--- src/rtl/m_pile_ctrl_pkg.sv ---
// Shared geometry, state encoding and small helpers for the pile controller and its datapath.
// Field bit (row r, col c) lives at r*COL_COUNT + c; column c's count lives at [c*CNT_W +: CNT_W].
package m_pile_ctrl_pkg;

  localparam int COL_COUNT              = 6;
  localparam int ROW_COUNT              = 4;
  localparam int COL_SIZE               = 3;
  localparam int CNT_W                  = 3;
  localparam int FIELD_SIZE             = COL_COUNT * ROW_COUNT;
  localparam int PILED_COUNT_ARRAY_SIZE = COL_COUNT * CNT_W;

  typedef enum logic [1:0] {
    PC_IDLE    = 2'd0,
    PC_PILE    = 2'd1,
    PC_PUBLISH = 2'd2,
    PC_OVER    = 2'd3
  } pc_state_e;

  function automatic logic [CNT_W-1:0] get_count(
    input logic [PILED_COUNT_ARRAY_SIZE-1:0] counts,
    input int                                col
  );
    return counts[col*CNT_W +: CNT_W];
  endfunction

  function automatic logic all_full(input logic [PILED_COUNT_ARRAY_SIZE-1:0] counts);
    logic full;
    full = 1'b1;
    for (int c = 0; c < COL_COUNT; c++) begin
      if (counts[c*CNT_W +: CNT_W] != CNT_W'(ROW_COUNT)) full = 1'b0;
    end
    return full;
  endfunction

endpackage

--- src/rtl/m_auto_drop_timer.sv ---
// Auto-drop timer: free-running period counter, a single pending flag and a rotating target column.
// A fresh expiry in the same cycle the pending flag is consumed re-arms it; a clear always wins.
module m_auto_drop_timer
  import m_pile_ctrl_pkg::*;
#(
  parameter int AUTO_PERIOD  = 1000,
  parameter int CNT_PERIOD_W = 16
) (
  input  logic                i_clk,
  input  logic                i_rst_n,
  input  logic                i_hold,
  input  logic                i_clear,
  input  logic                i_take,
  output logic                o_pend,
  output logic [COL_SIZE-1:0] o_col
);

  logic [CNT_PERIOD_W-1:0] cnt;
  logic                    expire;

  assign expire = !i_hold && (cnt == CNT_PERIOD_W'(AUTO_PERIOD - 1));

  always_ff @(posedge i_clk or negedge i_rst_n) begin
    if (!i_rst_n) begin
      cnt    <= '0;
      o_pend <= 1'b0;
      o_col  <= '0;
    end else begin
      if (expire)
        cnt <= '0;
      else if (!i_hold)
        cnt <= cnt + CNT_PERIOD_W'(1);

      if (i_clear)
        o_pend <= 1'b0;
      else if (expire)
        o_pend <= 1'b1;
      else if (i_take)
        o_pend <= 1'b0;

      if (i_clear)
        o_col <= '0;
      else if (i_take)
        o_col <= (o_col == COL_SIZE'(COL_COUNT - 1)) ? '0 : o_col + COL_SIZE'(1);
    end
  end

endmodule

--- src/rtl/m_piler.sv ---
// Combinational pile datapath: drops one piece onto the lowest free row of the selected column.
// o_valid is low when the column is out of range or already full; outputs then mirror the inputs.
module m_piler
  import m_pile_ctrl_pkg::*;
(
  input  logic [FIELD_SIZE-1:0]             i_field,
  input  logic [PILED_COUNT_ARRAY_SIZE-1:0] i_piled_count_array,
  input  logic [COL_SIZE-1:0]               i_col,
  output logic [FIELD_SIZE-1:0]             o_piled_field,
  output logic [PILED_COUNT_ARRAY_SIZE-1:0] o_piled_count_array,
  output logic                              o_valid
);

  always_comb begin
    o_piled_field       = i_field;
    o_piled_count_array = i_piled_count_array;
    o_valid             = 1'b0;
    for (int c = 0; c < COL_COUNT; c++) begin
      if (i_col == COL_SIZE'(c) &&
          get_count(i_piled_count_array, c) < CNT_W'(ROW_COUNT)) begin
        o_valid = 1'b1;
        o_piled_count_array[c*CNT_W +: CNT_W] = get_count(i_piled_count_array, c) + CNT_W'(1);
        for (int r = 0; r < ROW_COUNT; r++) begin
          if (get_count(i_piled_count_array, c) == CNT_W'(r))
            o_piled_field[r*COL_COUNT + c] = 1'b1;
        end
      end
    end
  end

endmodule

--- src/rtl/m_pile_ctrl.sv ---
// Pile sequencer: arbitrates player and auto drops, commits one pile per request through m_piler,
// publishes each new field to the renderer with a req/ack handshake and detects a full field.
module m_pile_ctrl
  import m_pile_ctrl_pkg::*;
#(
  parameter int AUTO_PERIOD  = 1000,
  parameter int CNT_PERIOD_W = 16,
  parameter int TOTAL_W      = 16
) (
  input  logic                              i_clk,
  input  logic                              i_rst_n,
  input  logic                              i_drop_req,
  input  logic [COL_SIZE-1:0]               i_drop_col,
  output logic                              o_drop_ack,
  output logic                              o_drop_rej,
  input  logic                              i_clear,
  output logic [FIELD_SIZE-1:0]             o_field,
  output logic [PILED_COUNT_ARRAY_SIZE-1:0] o_piled_count_array,
  output logic                              o_frame_req,
  input  logic                              i_frame_ack,
  output logic                              o_game_over,
  output logic [TOTAL_W-1:0]                o_drop_total
);

  pc_state_e                         state;
  logic [COL_SIZE-1:0]               pile_col;
  logic                              pile_player;
  logic [FIELD_SIZE-1:0]             field;
  logic [PILED_COUNT_ARRAY_SIZE-1:0] counts;
  logic [TOTAL_W-1:0]                total;

  logic                              auto_pend;
  logic [COL_SIZE-1:0]               auto_col;
  logic [FIELD_SIZE-1:0]             piled_field;
  logic [PILED_COUNT_ARRAY_SIZE-1:0] piled_counts;
  logic                              piled_valid;
  logic                              pile_ok;
  logic                              clear_now;
  logic                              auto_take;

  // Clear is only honoured when the field is not being piled or published.
  assign clear_now = i_clear && (state == PC_IDLE || state == PC_OVER);
  assign auto_take = (state == PC_IDLE) && !i_clear && !i_drop_req && auto_pend;
  assign pile_ok   = ({1'b0, pile_col} < (COL_SIZE+1)'(COL_COUNT)) && piled_valid;

  m_auto_drop_timer #(
    .AUTO_PERIOD  (AUTO_PERIOD),
    .CNT_PERIOD_W (CNT_PERIOD_W)
  ) u_timer (
    .i_clk   (i_clk),
    .i_rst_n (i_rst_n),
    .i_hold  (state == PC_OVER),
    .i_clear (clear_now),
    .i_take  (auto_take),
    .o_pend  (auto_pend),
    .o_col   (auto_col)
  );

  m_piler u_piler (
    .i_field             (field),
    .i_piled_count_array (counts),
    .i_col               (pile_col),
    .o_piled_field       (piled_field),
    .o_piled_count_array (piled_counts),
    .o_valid             (piled_valid)
  );

  always_ff @(posedge i_clk or negedge i_rst_n) begin
    if (!i_rst_n) begin
      state       <= PC_IDLE;
      pile_col    <= '0;
      pile_player <= 1'b0;
      field       <= '0;
      counts      <= '0;
      total       <= '0;
    end else begin
      case (state)
        PC_IDLE: begin
          if (i_clear) begin
            field  <= '0;
            counts <= '0;
            total  <= '0;
            state  <= PC_PUBLISH;
          end else if (i_drop_req) begin
            pile_col    <= i_drop_col;
            pile_player <= 1'b1;
            state       <= PC_PILE;
          end else if (auto_pend) begin
            pile_col    <= auto_col;
            pile_player <= 1'b0;
            state       <= PC_PILE;
          end
        end
        PC_PILE: begin
          if (pile_ok) begin
            field  <= piled_field;
            counts <= piled_counts;
            total  <= total + TOTAL_W'(1);
            state  <= PC_PUBLISH;
          end else begin
            state <= PC_IDLE;
          end
        end
        PC_PUBLISH: begin
          if (i_frame_ack) state <= all_full(counts) ? PC_OVER : PC_IDLE;
        end
        PC_OVER: begin
          if (i_clear) begin
            field  <= '0;
            counts <= '0;
            total  <= '0;
            state  <= PC_PUBLISH;
          end
        end
        default: state <= PC_IDLE;
      endcase
    end
  end

  // Handshake and status outputs decode straight from the state register.
  assign o_drop_ack          = (state == PC_PILE) && pile_player;
  assign o_drop_rej          = o_drop_ack && !pile_ok;
  assign o_frame_req         = (state == PC_PUBLISH);
  assign o_game_over         = (state == PC_OVER);
  assign o_field             = field;
  assign o_piled_count_array = counts;
  assign o_drop_total        = total;

endmodule

--- config.mk ---
export PLATFORM = sky130hd
export DESIGN_NAME = m_pile_ctrl
export DESIGN_NICKNAME = d
export VERILOG_FILES = /design/src/rtl/m_pile_ctrl_pkg.sv /design/src/rtl/m_auto_drop_timer.sv /design/src/rtl/m_piler.sv /design/src/rtl/m_pile_ctrl.sv
export SDC_FILE = /design/constraint.sdc
export NUM_CORES = 1
export LEC_CHECK = 0
export ABC_AREA = 1
export BUFFER_PORTS_ARGS = -buffer_cell sky130_fd_sc_hd__buf_2
export CORE_ASPECT_RATIO = 0.5
export CORE_UTILIZATION = 35
export CTS_CLUSTER_DIAMETER = 60
export DETAILED_ROUTE_END_ITERATION = 12
export PLACE_DENSITY = 0.61
export SLEW_MARGIN = 20
export SYNTH_ARGS = -nofsm -noshare
export SYNTH_HDL_FRONTEND = slang
export SYNTH_SLANG_ARGS = --single-unit
--- constraint.sdc ---
create_clock -name i_clk -period 2.2 [get_ports i_clk]
set_input_delay 0.22 -clock i_clk [delete_from_list [all_inputs] [get_ports i_clk]]
set_output_delay 0.22 -clock i_clk [all_outputs]
set_load 0.05 [all_outputs]
# Word-level counts from Yosys, hierarchy flattened
# Cells that the tools add are included.
totals:
  rom_bits: 0
  memories: 0
  ram_bits: 0
  latch_bits: 0
  ff_bits: 84
classes:
  multipliers: 0
  n_reduce_logical: 65
  n_addsub: 9
  n_mux: 97
  div: 0
  shift: 0
  n_eq_ne: 70
  magnitude_cmp: 7
  n_bitwise: 1
ops:
  columns: ["op", "n"]
  rows:
  - ["AND reduction 5 bit", 24]
  - ["2-to-1 mux 1 bit", 67]
  - ["2-to-1 mux 16 bit", 4]
  - ["inequality test 2 x 1 -> 1 bit (second input constant)", 32]
  - ["2-to-1 mux 24 bit", 2]
  - ["case mux 24 bit (2 select lines)", 1]
  - ["equality test 3 x 2 -> 1 bit (second input constant)", 14]
  - ["2-to-1 mux 18 bit", 2]
  - ["case mux 18 bit (2 select lines)", 1]
  - ["2-to-1 mux 3 bit", 11]
  - ["adder 16 x 1 -> 16 bit (second input constant)", 2]
  - ["case mux 16 bit (2 select lines)", 1]
  - ["AND reduction 4 bit", 6]
  - ["adder 3 x 1 -> 3 bit (second input constant)", 7]
  - ["equality test 3 x 1 -> 1 bit (second input constant)", 7]
  - ["zero test 3 bit", 7]
  - ["less-than comparator 3 bit (second input constant)", 7]
  - ["inequality test 3 bit (second input constant)", 6]
  - ["equality test 16 x 10 -> 1 bit (second input constant)", 1]
  - ["logical AND 1 bit", 14]
  - ["2-to-1 mux 2 bit", 7]
  - ["equality test 3 bit (second input constant)", 3]
  - ["AND reduction 3 bit", 3]
  - ["case mux 2 bit (4 select lines)", 1]
  - ["11 further kinds", 19]

# Depth between registers and ports, before layout
# Gate-level depths: netlist of the first run.
logic_depth:
  word_depth: 12
  depth_mapped: 11
  ltp_nobuf: 10

# Cells and area by module
# A second synthesis of the first run with hierarchy kept.
unflattened:
  hier_cells: 683
  area_unflattened_um2: 5188.7
modules_own_cells:
  columns: ["mod", "area_per_inst_um2", "cells_each", "seq_area_each_um2", "instances"]
  rows:
  - ["m_pile_ctrl", 3049.2, 388, 1601.5, 1]
  - ["m_auto_drop_timer", 1216.2, 167, 500.5, 1]
  - ["m_piler", 923.4, 128, 0.0, 1]

# Least setup slack after synthesis of the first run
# Ideal clock, no wire load.
synth_path:
  kind: "register to output"
  startpoint: "register counts[5], in the netlist o_piled_count_array[5]"
  endpoint: "output o_drop_rej"
  arrival_ps: 1877
  n_path_buf: 0
  stages_incl_launch_ff: 7
  t_required_ps: 1980
  setup_slack_ps: 103
  path_cell_list: "dfrtp_1 > nor2_1 > nand2_2 > nand2_1 > nor2_2 > nand2_1 > nor2_1"
synth_between:
  elab_chain_len: 10
synth_rtl:
  columns: ["element", "line", "source"]
  rows:
  - ["start: declaration", "m_pile_ctrl.sv:29", "logic [PILED_COUNT_ARRAY_SIZE-1:0] counts;"]
  - ["start signal: assignment", "m_pile_ctrl.sv:97", "counts <= piled_counts;"]
  - ["less-than comparator 3 bit", "m_piler.sv:20", "get_count(i_piled_count_array, c) < CNT_W'(ROW_COUNT)) begin"]
  - ["logical AND 1 bit", "m_piler.sv:19", "if (i_col == COL_SIZE'(c) &&"]
  - ["2-to-1 mux 1 bit (5 in series)", "m_piler.sv:19", null]
  - ["logical AND 1 bit", "m_pile_ctrl.sv:44", "assign pile_ok = ({1'b0, pile_col} < (COL_SIZE+1)'(COL_COUNT)) && piled_valid;"]
  - ["zero test 1 bit", "m_pile_ctrl.sv:122", "assign o_drop_rej = o_drop_ack && !pile_ok;"]
  - ["logical AND 1 bit", "m_pile_ctrl.sv:122", null]
  - ["end: declaration", "m_pile_ctrl.sv:15", "output logic o_drop_rej,"]
# Every way passes these cells.

# Worst setup path after layout of the first run
layout_path:
  startpoint: "register pile_col[1]"
  endpoint: "output o_drop_rej"
layout_between:
  elab_chain_len: 11
layout_rtl:
  columns: ["element", "line", "source"]
  rows:
  - ["start: declaration", "m_pile_ctrl.sv:26", "logic [COL_SIZE-1:0] pile_col;"]
  - ["start signal: assignment", "m_pile_ctrl.sv:85", "pile_col <= i_drop_col;"]
  - ["start signal: assignment", "m_pile_ctrl.sv:89", "pile_col <= auto_col;"]
  - ["zero test 3 bit", "m_piler.sv:19", null]
  - ["logical AND 1 bit", "m_piler.sv:19", null]
  - ["2-to-1 mux 1 bit (6 in series)", "m_piler.sv:19", null]
  - ["logical AND 1 bit *", "m_pile_ctrl.sv:44", null]
  - ["zero test 1 bit *", "m_pile_ctrl.sv:122", null]
  - ["logical AND 1 bit *", "m_pile_ctrl.sv:122", null]
# Every way passes the cells marked *; elsewhere a longest branch is shown, timed or not.

==> results of run 1 <==
## state kept, by name (all words and copies together) (netlist names)
signal               cells
pile_col                 3
o_piled_count_array     18
state                    2
u_timer.cnt             16
pile_player              1
u_timer.o_pend           1
o_field                 24
o_drop_total            16
u_timer.o_col            3
## layer usage
layer  vias up  part of all wire, %
met5         -                    0
met2        83                   45
met4         0                  1.3
met1      2073                   49
met3        15                  4.4
li1       2359                    -
## worst max-delay path by stage
stage                                start                       to  cells after the start
CTS                               state[1]               o_drop_rej                      6
finish                         pile_col[1]               o_drop_rej                      7
global placement                  state[1]          u_timer.cnt[14]                      7
global route                   pile_col[1]               o_drop_rej                      7
floorplan           o_piled_count_array[5]               o_drop_rej                      6
detailed placement                state[0]  o_piled_count_array[12]                      9
## cells in the mapped netlist
library cell and count:
buf_2 8, a21boi_0 1, dfrtp_1 84, nand2_2 3, nor3_1 5, o21a_1 2
buf_4 1, and3_1 1, buf_6 3, xor2_1 3, nor2_4 1, o21ai_0 37
ha_1 37, o211ai_1 3, o31ai_1 2, a21o_1 1, o22ai_1 1, o21ai_1 14
nor3b_1 1, inv_1 74, nand3b_1 2, nor2_1 54, a21oi_2 5, a31oi_1 1
nand3_4 1, or2_2 1, nand4_1 35, nand3_1 74, nand3_2 1, buf_1 3
nor2_2 2, clkbuf_1 9, o41ai_1 1, a22oi_1 1, a21oi_1 15, inv_2 5
o21bai_1 6, xnor2_1 2, nand2_1 174
## worst register-to-register path, delay by kind of cell, from the launching register on
| kind | cells | cell delay, ns |
|---|---|---|
| and+or+nand+nor | 3 | 0.61 |
| DFF | 1 | 0.42 |
| xor gates and xnor gates | 1 | 0.15 |
| buffers and inverters | 2 | 0.30 |
| adders and majority gates | 1 | 0.30 |
## per-stage QoR
stage          setup TNS, ns  area, um2  setup slack [ns]  cells  power, uW
6_report                   0       6110             0.108    939      10000
5_1_grt             -0.00328       6110          -0.00328    939      10800
3_5_place_dp               0       5710             0.269    922       8220
2_1_floorplan              0       5120             0.103    674       6830
3_3_place_gp               0       5710             0.323    922       8130
4_1_cts                    0       6060            0.0856    939      10000
## final cells by class
class	instances	area (um2)
clock buffer	9	225
clock inverter	7	114
fill	1431	7820
inverter	79	297
multi-input combinational	487	2640
sequential	84	2100
tap	192	240
timing repair buffer	81	484
## logic make-up after synthesis
group	count (synthesis)	share of synthesized area (%)
compound gates	90	10.1
flops	84	41.0
simple gates	355	30.8
xor+xnor	5	0.855
buf+inv	103	8.26
fa+ha+maj	37	9.04
## power groups by stage
stage               sequential (uW)  combinational (uW)  clock (uW)
floorplan                      3750                3080           0
global placement               2600                5520           0
detailed placement             2610                5610           0
CTS                            2580                5640        1790
global route                   2650                6300        1850
finish                         2570                5690        1740
## what timing repair did
item / in CTS / in global routing
hold endpoints to repair: 29 / 0
hold buffers: 1 / 0
endpoints found under the setup margin: 0 / 12
resized for setup: 0 / 9
==> reports/results.tsv, run 1 <==
stage	metric	value	unit
logic_synthesis	yosysWarnings	0	
clock_network	insertion_delay	0.34	ns
critical_path	endpoint_kind	output port	
pwr	total_switching_power	5220	uW
pwr	power.clock.fraction	17.4	%
global_route	grt_pass1_wl	20.7	mm
run_status	status	complete, no violations	
die	rows	30	
drt	avgRoutedWirePerCell	13.4	um
placed_design	portBuffers	69	
logic_synthesis	syn_area	5120	um2
clock_network	clock_path_buffers	2	
clock_network	tritoncts	built	
clock_network	cts_made_buffers	9	
critical_path	crit_chain	nor2_2, nand3_2, nand2_1, inv_2, nand2_1, nor2_1, clkbuf_4	
timing	setup_viol	0	
die	die_x	173	um
critical_path	r2r_start	state[1]	
critical_path	crit_buf_inv	2	
logic_synthesis	syn_nets	719	
pwr	peakVddDrop	0.595	mV
layout	syn2layout_area_growth	19.2	%
critical_path	cp.arrival	1.87	ns
layout	final_cell_mix	nand2_1, dfrtp_1, nand3_1	
logic_synthesis	avgSynthCellArea	7.60	um2
drt	drt_iter0_drc	391	
pwr	combPwrFrac	56.9	%
timing	timing.slew.headroom	72.0	%
drt	finalWirelength	12.5	mm
pwr	p_int	4790	uW
critical_path	path_class	reg -> out	
clock_network	cts.clk_slew.worst_paths	0.06	ns
min_path	hold_start	i_drop_col[1]	
logic_synthesis	ys_types	39	
logic_synthesis	yosysSeqAreaShare	41.0	%
timing	tightest_slew	0.418	ns
pwr	power_frac_seq	25.7	%
min_path	hold_depth	3	
global_route	use_met1	22.6	%
timing	skew	0.00739	ns
min_path	hold_class	in -> reg	
global_route	groute.usage.overall	17.1	%
logic_synthesis	syn_inst	674	
timing	finalMaxSlewViolations	0	
die	fp.dieArea	15200	um2
logic_synthesis	synth_top_area_share	41.0	%
drt	vias_per_cell	4.82	
drt	via_count	4530	
logic_synthesis	yosysTopAreaCell	dfrtp_1	
critical_path	reg2reg_to	u_timer.cnt[14]	
drt	route.detailed.drc	0	
clock_network	htree_levels	3	
clock_network	clock-root-buffer	clkbuf_16	
die	core_area	13900	um2
global_route	grtUsageMet2	28.0	%
timing	fmax	0.478	GHz
critical_path	start_kind	register	
critical_path	rrSetupSlack	0.30	ns
timing	fin_crit_sh	95.1	%
timing	hold_violations	0	
layout	nets	787	
clock_network	post_cts.repair.setup_buffers	0	
flow_run	cap_viol_max_count	0	
global_route	antenna_found_initial	0	
layout	final_common_cell	nand2_1	
critical_path	worstPathRequired	1.98	ns
timing	hold_ws	0.145	ns
global_route	grt_pass1_vias	4296	
critical_path	slowest_stage	dfrtp_1	
timing	rsz0062_at_grt	yes	
critical_path	path_delay_family	simple AND/OR/NAND/NOR gates	
logic_synthesis	synth_area_leaders	dfrtp_1, nand2_1, ha_1, nand3_1, inv_1	
critical_path	reg2reg_depth	7	
critical_path	cp_max_fo	6	
layout	drive_above_1_share	15.7	%
pwr	p_leak	0.00300	uW
placed_design	gp_congestion	0.843	
min_path	worstHoldEndpoint	pile_col[1]	
clock_network	clock-sinks	84	
die	die_h	87.5	um
global_route	grt_max_degree	49	
die	initial_core_util	36.8	%
timing	period_needed	2.09	ns
drt	ant_nets	0	
pwr	sw_frac_of_total	52.1	%
placed_design	dp_hpwl	9.14	mm
critical_path	slowest_delay	0.47	ns
global_route	gr-total-overflow	0	
layout	n_antenna_cell	0	
logic_synthesis	ys_seq_elements	84	
drt	dr.pass1.iters	4	
layout	fin_util	43.8	%
pwr	powerDensity	1640	nW/um2
global_route	grt_util_met3	3.73	%
critical_path	crit_top_cell	nand2_1	
global_route	grt_busiest_layer	met2	
die	pin_count	70	
No activity file was read; power rests on OpenSTA's default activity.
==> run 2: changes to the inputs <==
--- a/config.mk
+++ b/config.mk
@@ -11,8 +11,10 @@
 export CORE_UTILIZATION = 35
 export CTS_CLUSTER_DIAMETER = 60
 export DETAILED_ROUTE_END_ITERATION = 12
+export GPL_TIMING_DRIVEN = 0
 export PLACE_DENSITY = 0.61
 export SLEW_MARGIN = 20
 export SYNTH_ARGS = -nofsm -noshare
 export SYNTH_HDL_FRONTEND = slang
+export SYNTH_HIERARCHICAL = 1
 export SYNTH_SLANG_ARGS = --single-unit
==> run 2 against run 1 <==
Compared with the run above: non-clock buffer count grew 10; clock power rose by 7%; sequential share of layout area fell by 0.89 points; first-iteration DRC count down 30%; clock skew up 0.0032 ns; critical path type unchanged; hold slack improved by 0.022 ns; die area increased by 1.3%; maximum frequency up 3.1%.
==> reports/results.tsv, run 2 <==
stage	metric	value	unit	change
run_status	status	complete, no violations		unchanged
min_path	hold_depth	3		unchanged
timing	timing.slew.headroom	58.8	%	was 72.0%
global_route	groute.usage.overall	17.8	%	was 17.1%
clock_network	clock_path_buffers	2		unchanged
logic_synthesis	synth.most_common_cell	nand2_1		unchanged
logic_synthesis	yosysWarnings	6		was 0
timing	hold_violations	0		unchanged
clock_network	tritoncts	built		unchanged
flow_run	cap_viol_max_count	0		unchanged
critical_path	slowest_stage	dfrtp_2		was dfrtp_1
logic_synthesis	syn_area	5190	um2	was 5120 um2
clock_network	clock-root-buffer	clkbuf_16		unchanged
critical_path	r2r_start	pile_col[2]		was state[1]
clock_network	clock-sinks	84		unchanged
logic_synthesis	yosysTopAreaCell	dfrtp_1		unchanged
timing	fin_crit_sh	92.2	%	was 95.1%
global_route	grt_pass1_vias	4261		was 4,296
die	die_h	88.1	um	was 87.5 um
layout	drive_above_1_share	20.3	%	was 15.7%
timing	finalSetupTns	0	ns	unchanged
timing	fmax	0.493	GHz	was 0.478 GHz
clock_network	htree_levels	3		unchanged
pwr	p_leak	0.00315	uW	was 0.00300 uW
clock_network	cts_made_buffers	9		unchanged
drt	finalWirelength	13.4	mm	was 12.5 mm
logic_synthesis	syn_nets	727		was 719
clock_network	insertion_delay	0.34	ns	about the same
die	fp.dieArea	15300	um2	was 15,200 um2
logic_synthesis	ys_types	36		was 39
logic_synthesis	synth_edf_count	0		unchanged
logic_synthesis	avgSynthCellArea	7.60	um2	about the same
critical_path	slowest_delay	0.50	ns	was 0.47 ns
timing	setup_viol	0		unchanged
die	pin_count	70		unchanged
timing	hold_ws	0.167	ns	was 0.145 ns
layout	nets	811		was 787
placed_design	portBuffers	68		was 69
drt	route.detailed.drc	0		unchanged
die	rows	31		was 30
logic_synthesis	synth-main-ff-cell	dfrtp_1		unchanged
placed_design	place_area	5810	um2	was 5710 um2
global_route	grt_pass1_wl	21.5	mm	was 20.7 mm
critical_path	rrSetupSlack	0.17	ns	was 0.30 ns
timing	tightest_slew	0.617	ns	was 0.418 ns
layout	n_antenna_cell	0		unchanged
global_route	grt_max_degree	75		was 49
drt	via_count	4715		was 4,530
critical_path	critPathLaunch	pile_col[2]		was pile_col[1]
min_path	hold_class	in -> reg		unchanged
timing	period_needed	2.03	ns	was 2.09 ns
global_route	gr-total-overflow	0		unchanged
critical_path	start_kind	register		unchanged
pwr	powerDensity	1270	nW/um2	was 1640 nW/um2
die	core_area	14500	um2	was 13,900 um2
pwr	peakVddDrop	0.566	mV	was 0.595 mV
logic_synthesis	synth_area_leaders	dfrtp_1, nand2_1, ha_1, inv_1, o21ai_0		was dfrtp_1, nand2_1, ha_1, nand3_1, inv_1
logic_synthesis	synth_top_area_share	40.5	%	was 41.0%
timing	finalMaxSlewViolations	0		unchanged
die	initial_core_util	35.9	%	was 36.8%
critical_path	worstPathRequired	1.98	ns	about the same
layout	final_cell_mix	nand2_1, dfrtp_1, inv_1		was nand2_1, dfrtp_1, nand3_1
drt	vias_per_cell	4.86		was 4.82
logic_synthesis	ys_async_sr_fraction	100	%	unchanged
placed_design	dp_hpwl	9.48	mm	was 9.14 mm
layout	largest_reg_flops	24		unchanged
logic_synthesis	syn_inst	683		was 674
layout	final_common_cell	nand2_1		unchanged
critical_path	crit_chain	inv_2, nand2_1, nor2_4, nor2_1, nand3_1, nand2_1, inv_1, nor2_1, buf_6		was nor2_2, nand3_2, nand2_1, inv_2, nand2_1, nor2_1, clkbuf_4
critical_path	cp.arrival	1.81	ns	was 1.87 ns
logic_synthesis	yosysSeqAreaShare	40.5	%	was 41.0%
critical_path	endpoint_kind	output port		unchanged
drt	drt_iter0_drc	274		was 391
die	die_x	174	um	was 173 um
drt	avgRoutedWirePerCell	13.8	um	was 13.4 um
drt	ant_nets	0		unchanged
timing	skew	0.0106	ns	was 0.00739 ns
layout	fin_area	6270	um2	was 6110 um2
global_route	antenna_found_initial	0		unchanged
critical_path	reg2reg_depth	10		was 7
clock_network	cts.clk_slew.worst_paths	0.07	ns	was 0.06 ns
critical_path	reg2reg_to	o_piled_count_array[11]		was u_timer.cnt[14]
min_path	worstHoldEndpoint	pile_player		was pile_col[1]
drt	dr.pass1.iters	5		was 4
logic_synthesis	synthTopCellsByCount	nand2_1, dfrtp_1, inv_1		was nand2_1, dfrtp_1, inv_1, nand3_1, nor2_1
layout	syn2layout_area_growth	20.9	%	was 19.2%
critical_path	cp_max_fo	6		unchanged
min_path	hold_start	i_drop_req		was i_drop_col[1]
logic_synthesis	ys_seq_elements	84		unchanged
layout	fin_util	43.4	%	was 43.8%
placed_design	gp_congestion	0.865		was 0.843
critical_path	path_class	reg -> out		unchanged
-- run 2: worst max path at each step --
stage                                         end  slack, ns  cells past startpoint
final                                  o_drop_rej       0.17                      9
after global routing                   o_drop_rej      -0.03                      8
after CTS                 o_piled_count_array[11]       0.02                     12
after detailed placement         u_timer/o_col[1]      -0.31                      8
after global placement           u_timer/o_col[2]      -0.30                      8
after floorplan                        o_drop_rej       0.09                      8
-- run 2: power by group --
group	internal (uW)	switching [uW]	total, uW
Sequential	1810	372	2180
Clock	1230	639	1870
Combinational	1120	2820	3940
-- run 2: final cells by class --
| class | instances | area (um2) |
|---|---|---|
| Inverter | 88 | 330 |
| Buffer | 18 | 121 |
| Multi-Input combinational cell | 493 | 2690 |
| Tap cell | 198 | 248 |
| Clock buffer | 10 | 229 |
| Timing Repair Buffer | 73 | 413 |
| Sequential cell | 84 | 2100 |
| Clock inverter | 6 | 136 |
| Fill cell | 1426 | 8200 |
-- run 2: timing repair --
item                                   4_1_cts  5_1_grt
gates resized for setup                      8       25
hold buffers                                 1        0
gates cloned                                 0        0
setup endpoints to repair                   54       58
buffers inserted                             0        3
endpoints found under the hold margin       19        0
pin swaps                                    1        2
-- run 2: logic make-up (layout without fill, tap and decap cells) --
| kind of cell | Yosys count | in the layout | share of synthesized area [%] |
|---|---|---|---|
| multiplexers | 3 | 3 | 0.579 |
| adder cells (fa/ha/maj) | 36 | 36 | 8.68 |
| AND/OR/NAND/NOR | 336 | 336 | 28.2 |
| buffers and inverters | 106 | 195 | 8.17 |
| XOR/XNOR | 9 | 9 | 1.52 |
| flip-flops | 84 | 84 | 40.5 |
| AO/OA/AOI/OAI | 109 | 109 | 12.4 |
-- run 2: routing by layer --
layer | share of wire, % | track usage [%] | wire (um)
met3 | 3.6 | 3.43 | 476
met5 | 0 | 0 | 0
met1 | 48 | 23.4 | 6370
met2 | 48 | 30.0 | 6380
met4 | 1.3 | 5.26 | 171
-- run 2: critical path, delay by kind of cell (launching register included) --
family | cells | cell delay (ns)
and+or+nand+nor | 6 | 0.60
DFF | 1 | 0.50
buffers and inverters | 3 | 0.36
-- run 2: metrics by stage --
step           cells  setup WS (ns)  power (uW)
6_report         970          0.172        7980
5_1_grt          970        -0.0281        8520
4_1_cts          967         0.0207        7870
3_5_place_dp     950         -0.308        5910
3_3_place_gp     949         -0.305        5870
2_1_floorplan    683         0.0928        4780
